## src/rtl/main_mem_arbiter_pkg.sv

```systemverilog
// Shared types, widths and helpers for the unified main-memory arbiter.
package main_mem_arbiter_pkg;

   localparam int unsigned MEM_ADDR_W_DEF  = 8;
   localparam int unsigned D_BASE_LINE_DEF = 64;
   localparam int unsigned LINE_W          = 128;
   localparam int unsigned WORD_W          = 32;
   localparam int unsigned WORDS_PER_LINE  = 4;
   localparam int unsigned WORD_IDX_W      = 2;
   localparam int unsigned BLK_ADDR_W      = 6;

   typedef enum logic [1:0] {
      ST_IDLE  = 2'd0,
      ST_ISSUE = 2'd1,
      ST_WAIT  = 2'd2,
      ST_DONE  = 2'd3
   } state_e;

   typedef enum logic {
      GNT_I = 1'b0,
      GNT_D = 1'b1
   } gnt_e;

   // Latched copy of the granted request, used for the whole transfer.
   typedef struct packed {
      gnt_e                  gnt;
      logic                  write;
      logic [WORD_IDX_W-1:0] word;
      logic [WORD_W-1:0]     wdata;
   } xfer_t;

   // Pick one 32-bit word out of a memory line.
   function automatic logic [WORD_W-1:0] line_word(input logic [LINE_W-1:0]     line,
                                                   input logic [WORD_IDX_W-1:0] idx);
      case (idx)
         2'd0:    line_word = line[31:0];
         2'd1:    line_word = line[63:32];
         2'd2:    line_word = line[95:64];
         default: line_word = line[127:96];
      endcase
   endfunction

   // One-hot word enable for a word index.
   function automatic logic [WORDS_PER_LINE-1:0] word_onehot(input logic [WORD_IDX_W-1:0] idx);
      word_onehot = WORDS_PER_LINE'(1) << idx;
   endfunction

endpackage

```

## src/rtl/main_mem_arbiter_grant_sel.sv

```systemverilog
// Combinational grant pick between icache and dcache requests.
// ARB_RR_EN defined: ties go to rr_ptr (side not granted last); otherwise dcache wins ties.
module main_mem_arbiter_grant_sel
   import main_mem_arbiter_pkg::*;
(
   input  logic i_req,
   input  logic d_req,
   input  gnt_e rr_ptr,
   output logic gnt_vld_c,
   output gnt_e gnt_c
);

   assign gnt_vld_c = i_req | d_req;

`ifdef ARB_RR_EN
   // Round-robin: only a tie consults the pointer.
   always_comb begin
      gnt_c = GNT_I;
      if (i_req && d_req) begin
         gnt_c = rr_ptr;
      end else if (d_req) begin
         gnt_c = GNT_D;
      end
   end
`else
   logic rr_ptr_unused;
   assign rr_ptr_unused = (rr_ptr == GNT_D);

   // Fixed priority: dcache always wins.
   always_comb begin
      gnt_c = GNT_I;
      if (d_req) begin
         gnt_c = GNT_D;
      end
   end
`endif

endmodule

```

## src/rtl/main_mem_arbiter.sv

```systemverilog
// Arbiter sharing one 128-bit-line main memory between icache and dcache.
// Build option: define ARB_RR_EN for round-robin tie breaking (default: dcache priority).
module main_mem_arbiter
   import main_mem_arbiter_pkg::*;
#(
   parameter int unsigned           MEM_ADDR_W  = MEM_ADDR_W_DEF,
   parameter logic [MEM_ADDR_W-1:0] D_BASE_LINE = MEM_ADDR_W'(D_BASE_LINE_DEF)
) (
   input  logic                      CLK,
   input  logic                      RESET,
   input  logic                      I_READ,
   input  logic [BLK_ADDR_W-1:0]     I_ADDRESS,
   output logic [LINE_W-1:0]         I_READ_DATA,
   output logic                      I_BUSY_WAIT,
   input  logic                      D_READ,
   input  logic                      D_WRITE,
   input  logic [BLK_ADDR_W-1:0]     D_ADDRESS,
   input  logic [WORD_W-1:0]         D_WRITE_DATA,
   output logic [WORD_W-1:0]         D_READ_DATA,
   output logic                      D_BUSY_WAIT,
   output logic                      MEM_READ,
   output logic                      MEM_WRITE,
   output logic [MEM_ADDR_W-1:0]     MEM_ADDRESS,
   output logic [LINE_W-1:0]         MEM_WRITE_DATA,
   output logic [WORDS_PER_LINE-1:0] MEM_WORD_EN,
   input  logic [LINE_W-1:0]         MEM_READ_DATA,
   input  logic                      MEM_BUSY_WAIT
);

   state_e                    state_q,    state_d;
   xfer_t                     xfer_q,     xfer_d;
   gnt_e                      rr_ptr_q,   rr_ptr_d;
   logic [MEM_ADDR_W-1:0]     addr_q,     addr_d;
   logic                      mem_read_q, mem_read_d;
   logic                      mem_write_q, mem_write_d;
   logic [WORDS_PER_LINE-1:0] word_en_q,  word_en_d;
   logic [LINE_W-1:0]         i_rdata_q,  i_rdata_d;
   logic [WORD_W-1:0]         d_rdata_q,  d_rdata_d;

   logic i_req_c;
   logic d_req_c;
   logic gnt_vld_c;
   gnt_e gnt_c;
   logic wr_c;

   assign i_req_c = I_READ;
   assign d_req_c = D_READ | D_WRITE;

   main_mem_arbiter_grant_sel u_grant_sel (
      .i_req     (i_req_c),
      .d_req     (d_req_c),
      .rr_ptr    (rr_ptr_q),
      .gnt_vld_c (gnt_vld_c),
      .gnt_c     (gnt_c)
   );

   // Next-state, request latch, strobe and read-capture logic.
   always_comb begin
      state_d     = state_q;
      xfer_d      = xfer_q;
      rr_ptr_d    = rr_ptr_q;
      addr_d      = addr_q;
      mem_read_d  = mem_read_q;
      mem_write_d = mem_write_q;
      word_en_d   = word_en_q;
      i_rdata_d   = i_rdata_q;
      d_rdata_d   = d_rdata_q;
      wr_c        = 1'b0;

      case (state_q)
         ST_IDLE: begin
            mem_read_d  = 1'b0;
            mem_write_d = 1'b0;
            word_en_d   = '0;
            if (gnt_vld_c) begin
               state_d    = ST_ISSUE;
               xfer_d.gnt = gnt_c;
               rr_ptr_d   = (gnt_c == GNT_I) ? GNT_D : GNT_I;
               if (gnt_c == GNT_I) begin
                  wr_c          = 1'b0;
                  addr_d        = MEM_ADDR_W'(I_ADDRESS);
                  xfer_d.word   = '0;
               end else begin
                  // A simultaneous read and write is treated as a write-back.
                  wr_c          = D_WRITE;
                  addr_d        = D_BASE_LINE + MEM_ADDR_W'(D_ADDRESS[BLK_ADDR_W-1:WORD_IDX_W]);
                  xfer_d.word   = D_ADDRESS[WORD_IDX_W-1:0];
                  xfer_d.wdata  = D_WRITE_DATA;
               end
               xfer_d.write = wr_c;
               mem_read_d   = ~wr_c;
               mem_write_d  = wr_c;
               word_en_d    = wr_c ? word_onehot(xfer_d.word) : '0;
            end
         end
         ST_ISSUE: begin
            state_d = ST_WAIT;
         end
         ST_WAIT: begin
            if (!MEM_BUSY_WAIT) begin
               state_d     = ST_DONE;
               mem_read_d  = 1'b0;
               mem_write_d = 1'b0;
               word_en_d   = '0;
               if (!xfer_q.write) begin
                  if (xfer_q.gnt == GNT_I) begin
                     i_rdata_d = MEM_READ_DATA;
                  end else begin
                     d_rdata_d = line_word(MEM_READ_DATA, xfer_q.word);
                  end
               end
            end
         end
         default: begin
            state_d     = ST_IDLE;
            mem_read_d  = 1'b0;
            mem_write_d = 1'b0;
            word_en_d   = '0;
         end
      endcase
   end

   // State and output registers with synchronous active-low reset.
   always_ff @(posedge CLK) begin
      if (!RESET) begin
         state_q     <= ST_IDLE;
         xfer_q      <= '{gnt: GNT_I, write: 1'b0, word: '0, wdata: '0};
         rr_ptr_q    <= GNT_I;
         addr_q      <= '0;
         mem_read_q  <= 1'b0;
         mem_write_q <= 1'b0;
         word_en_q   <= '0;
         i_rdata_q   <= '0;
         d_rdata_q   <= '0;
      end else begin
         state_q     <= state_d;
         xfer_q      <= xfer_d;
         rr_ptr_q    <= rr_ptr_d;
         addr_q      <= addr_d;
         mem_read_q  <= mem_read_d;
         mem_write_q <= mem_write_d;
         word_en_q   <= word_en_d;
         i_rdata_q   <= i_rdata_d;
         d_rdata_q   <= d_rdata_d;
      end
   end

   // Release only the granted requester, and only in DONE.
   assign I_BUSY_WAIT = i_req_c & ~((state_q == ST_DONE) && (xfer_q.gnt == GNT_I));
   assign D_BUSY_WAIT = d_req_c & ~((state_q == ST_DONE) && (xfer_q.gnt == GNT_D));

   assign MEM_READ       = mem_read_q;
   assign MEM_WRITE      = mem_write_q;
   assign MEM_ADDRESS    = addr_q;
   assign MEM_WORD_EN    = word_en_q;
   assign MEM_WRITE_DATA = {WORDS_PER_LINE{xfer_q.wdata}};
   assign I_READ_DATA    = i_rdata_q;
   assign D_READ_DATA    = d_rdata_q;

endmodule
```

## config.mk

```make
export PLATFORM = sky130hd
export DESIGN_NAME = main_mem_arbiter
export DESIGN_NICKNAME = d
export VERILOG_FILES = /design/src/rtl/main_mem_arbiter_pkg.sv /design/src/rtl/main_mem_arbiter_grant_sel.sv /design/src/rtl/main_mem_arbiter.sv
export SDC_FILE = /design/constraint.sdc
export NUM_CORES = 1
export LEC_CHECK = 0
export CORE_AREA = 2 2 187 189
export CTS_BUF_LIST = sky130_fd_sc_hd__clkbuf_4
export DETAILED_ROUTE_END_ITERATION = 10
export DIE_AREA = 0 0 189 191
export DONT_BUFFER_PORTS = 1
export SLEW_MARGIN = 20
export SYNTH_ARGS = -nofsm -noshare
export SYNTH_HDL_FRONTEND = slang
export SYNTH_SLANG_ARGS = --single-unit
```

## constraint.sdc

```tcl
create_clock -name CLK -period 2.9 [get_ports CLK]
set_input_delay 0.29 -clock CLK [delete_from_list [all_inputs] [get_ports CLK]]
set_output_delay 0.29 -clock CLK [all_outputs]
set_load 0.01 [all_outputs]
```

==> flow_metrics.env, run 1 <==
export IMPL_post_dp_hpwl_um=20700
export IMPL_synth_adder_area_share_pct=0.557
export IMPL_cts_buffer_depth=3
export IMPL_synthDistinctLibCells=34
export IMPL_synth_compound_area_share_pct=14.2
export IMPL_asyncSetResetFlopFracSynth_pct=0
export IMPL_synth_edff_count=0
export IMPL_cts_root_buffer="sky130_fd_sc_hd__clkbuf_4"
export IMPL_outcome="stopped before the end"
export IMPL_post_cts_repair_setup_buffers=0
export IMPL_syn_instance_count=1037
export IMPL_post_synth_and_or_nand_nor_area_fraction_pct=15.5
export IMPL_yosysWarnings=0
export IMPL_gp_congestion=0.854
export IMPL_die_h_um=191
export IMPL_placement_io_buffers=0
export IMPL_synth_avg_cell_area_um2=8.66
export IMPL_yosysSeqAreaShare_pct=46.8
export IMPL_synth_top_family_by_area="simple AND/OR/NAND/NOR gates"
export IMPL_failed_stage="clock tree synthesis"
export IMPL_num_rows=68
export IMPL_h_tree_depth=2
export IMPL_cts_repair_resized=0
export IMPL_yosys_register_bits=210
export IMPL_run_stop_error="[ERROR RSZ-0060] Max buffer count reached."
export IMPL_die_width_um=189
export IMPL_initial_cell_density_of_the_core_pct=26.3
export IMPL_syn_area_um2=8980
export IMPL_cts_hold_buffers=281
export IMPL_mappedNetlistNets=1219
export IMPL_yosys_mux_area_fraction_pct=8.14
export IMPL_number_of_top_level_design_ports=482
export IMPL_cts_buffers_inserted=57
export IMPL_clock_sinks=210
export IMPL_yosys_most_used_dff="sky130_fd_sc_hd__dfxtp_1"
export IMPL_yosys_area_share_xor_xnor_pct=0
[per-stage QoR]
stage	area [µm²]	hold WS, ns	setup WS [ns]	util [%]	std cells
after detailed placement	8470	0.433	0.740	24.8	1303
after global placement	8470	0.427	0.755	24.8	1303
after floorplan	8980	0.426	1.28	-	1037
[cell usage after synthesis, types with 2 or more instances]
cell / instances / area share, %
sky130_fd_sc_hd__mux4_2: 32 / 8.0
sky130_fd_sc_hd__clkbuf_1: 32 / 1.3
sky130_fd_sc_hd__o21ai_0: 4 / 0.22
sky130_fd_sc_hd__a22o_1: 32 / 3.1
sky130_fd_sc_hd__a22oi_1: 3 / 0.25
sky130_fd_sc_hd__or4_1: 2 / 0.17
sky130_fd_sc_hd__nor2_1: 9 / 0.38
sky130_fd_sc_hd__buf_4: 130 / 11
sky130_fd_sc_hd__a21oi_1: 171 / 9.5
sky130_fd_sc_hd__a311oi_1: 4 / 0.39
sky130_fd_sc_hd__inv_1: 4 / 0.17
sky130_fd_sc_hd__nand3_1: 3 / 0.17
sky130_fd_sc_hd__or3_1: 3 / 0.21
sky130_fd_sc_hd__dfxtp_1: 210 / 47
sky130_fd_sc_hd__nand2_1: 336 / 14
sky130_fd_sc_hd__buf_2: 41 / 2.3
sky130_fd_sc_hd__ha_1: 4 / 0.56
[kinds of logic after synthesis]
| family | count (synthesis) |
|---|---|
| AO/OA/AOI/OAI | 221 |
| other | 1 |
| flip-flops | 210 |
| adder cells (fa/ha/maj) | 4 |
| multiplexers | 33 |
| AND/OR/NAND/NOR | 359 |
| buffers and inverters | 209 |
==> run 2, diff against run 1 <==
--- a/config.mk
+++ b/config.mk
@@ -5,11 +5,11 @@
 export SDC_FILE = /design/constraint.sdc
 export NUM_CORES = 1
 export LEC_CHECK = 0
-export CORE_AREA = 2 2 187 189
-export CTS_BUF_LIST = sky130_fd_sc_hd__clkbuf_4
+export CORE_AREA = 2 2 188 190
 export DETAILED_ROUTE_END_ITERATION = 10
-export DIE_AREA = 0 0 189 191
+export DIE_AREA = 0 0 190 192
 export DONT_BUFFER_PORTS = 1
+export PLACE_DENSITY_LB_ADDON = 0.15
 export SLEW_MARGIN = 20
 export SYNTH_ARGS = -nofsm -noshare
 export SYNTH_HDL_FRONTEND = slang
==> flow_metrics.env, run 2 <==
export IMPL_fin_worst_skew_ns=0.0213
export IMPL_highest_delay_cell_along_the_critical_path="sky130_fd_sc_hd__or4b_4"
export IMPL_fin_ws_ns=0.612
export IMPL_powerDensity_nw_per_um2=822
export IMPL_post_route_cells_drive_above_1_share_pct=9.40
export IMPL_via_count=7084
export IMPL_gp_congestion=0.748
export IMPL_register_clock_pin_slew_on_the_reported_worst_setup_and_hold_paths_ns=0.06
export IMPL_die_width_um=190
export IMPL_timing_critical_path_to_type="flop"
export IMPL_detail_route_iter0_violations=335
export IMPL_diodes=0
export IMPL_yosysSeqAreaShare_pct=46.8
export IMPL_start_kind="flop"
export IMPL_min_delay_worst_endpoint="state_q[1]$_SDFFE_PN0P_"
export IMPL_hold_class="primary input to flop"
export IMPL_layout_utilization_pct=32.3
export IMPL_worstMarginPinSlew_ns=1.25
export IMPL_synthDistinctLibCells=34
export IMPL_wire_per_inst_um=21.8
export IMPL_cts_buffers_inserted=25
export IMPL_number_of_top_level_design_ports=482
export IMPL_register_area_um2=4210
export IMPL_timing_critical_path_from="state_q[0]$_SDFFE_PN0P_"
export IMPL_cts_repair_resized=0
export IMPL_clock_sinks=210
export IMPL_synth_avg_cell_area_um2=8.66
export IMPL_setup_worst_path_class="flop to flop"
export IMPL_timing_max_transition_violations_final=0
export IMPL_grt_setup_unrepaired="no"
export IMPL_max_freq_mhz=437
export IMPL_asyncSetResetFlopFracSynth_pct=0
export IMPL_route_antenna_remaining_nets=0
export IMPL_final_common_cell="sky130_fd_sc_hd__nand2_1"
export IMPL_placement_io_buffers=0
export IMPL_num_rows=68
export IMPL_post_drt_via_cell_ratio=4.66
export IMPL_report_power_total_uw=9120
export IMPL_setup_total_negative_slack_ns=0
export IMPL_cap_viol_max_count=0
export IMPL_drt_total_wl_um=33200
export IMPL_cts_root_buffer="sky130_fd_sc_hd__clkbuf_16"
export IMPL_h_tree_depth=1
export IMPL_required_ns=3.34
export IMPL_initial_antenna_violation_count=0
export IMPL_yosysTopAreaCellShare_pct=46.8
export IMPL_synth_top_cells_by_count="sky130_fd_sc_hd__nand2_1 (336), sky130_fd_sc_hd__dfxtp_1 (210), sky130_fd_sc_hd__a21oi_1 (171)"
export IMPL_grt_first_pass_wirelength_um=47200
export IMPL_critPathArrivalTime_ns=2.73
export IMPL_final_cell_mix="sky130_fd_sc_hd__nand2_1 (336), sky130_fd_sc_hd__dfxtp_1 (208), sky130_fd_sc_hd__dlygate4sd3_1 (174), sky130_fd_sc_hd__a21oi_1 (171)"
export IMPL_path_buf_inv=2
export IMPL_post_route_drc_count=0
export IMPL_yosysTopAreaCell="sky130_fd_sc_hd__dfxtp_1"
export IMPL_critPathTopFamily="simple AND/OR/NAND/NOR gates"
export IMPL_die_h_um=192
export IMPL_grt_use_total_pct=17.2
export IMPL_place_ws_ns=0.641
export IMPL_syn_instance_count=1037
export IMPL_worst_r2r_path_depth=6
export IMPL_hold_path_startpoint="MEM_BUSY_WAIT"
export IMPL_rr_startpoint="state_q[0]$_SDFFE_PN0P_"
export IMPL_placeableCoreArea_um2=34300
export IMPL_crit_path_cell_trace="inv_1, ha_1, or4b_4, buf_4, nand2_1, a21oi_1"
export IMPL_leakagePower_uw=0.00384
export IMPL_cts_buffer_depth=3
export IMPL_timing_reg2reg_setup_slack_ns=0.61
export IMPL_post_synth_main_area_contributors="sky130_fd_sc_hd__dfxtp_1 (47%), sky130_fd_sc_hd__nand2_1 (14%), sky130_fd_sc_hd__buf_4 (11%)"
export IMPL_outcome="finished, final reports clean"
export IMPL_grt_max_degree=177
export IMPL_initial_cell_density_of_the_core_pct=26.2
export IMPL_slowest_delay_ns=0.68
export IMPL_slew_headroom_pct=16.6
export IMPL_yosys_register_bits=210
export IMPL_max_vdd_ir_drop_mv=0.440
export IMPL_layout_min_cycle_time_ns=2.29
export IMPL_finalNetCount=1229
export IMPL_grt_pass1_vias=7529
export IMPL_synth_edff_count=0
export IMPL_yosysWarnings=0
export IMPL_grt_overflow=0
export IMPL_areaGrowthSynthToFinish_pct=23.5
export IMPL_syn_area_um2=8980
export IMPL_clock_tree_from_tritoncts="built"
export IMPL_fin_crit_sh_pct=78.9
export IMPL_hold_viol=0
export IMPL_crit_path_max_fanout=56
export IMPL_mappedNetlistNets=1219
export IMPL_insertion_delay_to_the_later_sink_of_the_worst_skew_pair_ns=0.54
export IMPL_final_fill_count=3565
export IMPL_drt_pre_antenna_iters=4
export IMPL_synthMostInstantiatedCell="sky130_fd_sc_hd__nand2_1"
export IMPL_multi_input_area_um2=3470
export IMPL_worstHoldPathCells=2
export IMPL_die_area_um2=36500
export IMPL_yosys_most_used_dff="sky130_fd_sc_hd__dfxtp_1"
export IMPL_final_setup_viol_count=0
export IMPL_largest_register_ffs=128
export IMPL_worst_r2r_endpoint="I_READ_DATA[115]$_SDFFE_PN0P_"
export IMPL_post_dp_hpwl_um=21000
[run 2: how the worst max path moves through the flow]
stage	to	slack (ns)	depth (start not counted)
after floorplan	I_READ_DATA[110]$_SDFFE_PN0P_	1.28	7
after global placement	I_READ_DATA[48]$_SDFFE_PN0P_	0.70	6
after detailed placement	I_READ_DATA[21]$_SDFFE_PN0P_	0.64	6
after CTS	I_READ_DATA[53]$_SDFFE_PN0P_	0.61	6
after global routing	I_READ_DATA[115]$_SDFFE_PN0P_	0.43	6
final	I_READ_DATA[115]$_SDFFE_PN0P_	0.61	6
[run 2: repair_timing]
item	CTS	global route
endpoints found under the hold margin	176	0
buffers inserted	0	0
hold buffers	174	0
[run 2: cell type report]
| type | count | area share [%] |
|---|---|---|
| flip-flops and latches | 210 | 37.9 |
| inverters | 5 | 0.214 |
| repair buffers | 187 | 17.1 |
| clock buffers | 33 | 6.63 |
| multi-input cells | 618 | 31.3 |
| well taps | 455 | 5.13 |
| clock inverters | 11 | 1.62 |
[run 2: kinds of logic (layout without fill, tap and decap cells)]
family                   Yosys count  in the layout  synth area share, %
AND/OR/NAND/NOR                  359            359                 15.5
multiplexers                      33             33                 8.14
flip-flops                       210            210                 46.8
adder cells (fa/ha/maj)            4              4                0.557
other                              1              1               0.0418
buffers and inverters            209            236                 14.7
AO/OA/AOI/OAI                    221            221                 14.2
[run 2: report_power, final]
| group | internal [µW] | leakage [µW] | total (µW) | switching [µW] |
|---|---|---|---|---|
| Combinational | 736 | 0.00168 | 1730 | 994 |
| Clock | 2210 | 0.000460 | 3490 | 1280 |
| Sequential | 3210 | 0.00170 | 3900 | 689 |
[run 2: through the flow]
stage	cell area (µm²)	cells	hold slack, ns
floorplan	8980	1037	0.426
global placement	8430	1301	0.427
detailed placement	8430	1301	0.432
CTS	11100	1519	0.0101
global route	11100	1519	0.0302
finish	11100	1519	0.0287
[run 2: routing by layer]
layer / vias up / global-route usage [%] / part of all wire [%]
met2: 376 / 30.7 / 50
met5: - / 0 / 0
met1: 3311 / 17.6 / 35
li1: 3346 / - / -
met4: 0 / 5.93 / 2.8
met3: 51 / 8.02 / 12
Note: power is estimated with default switching activity, not from simulation.
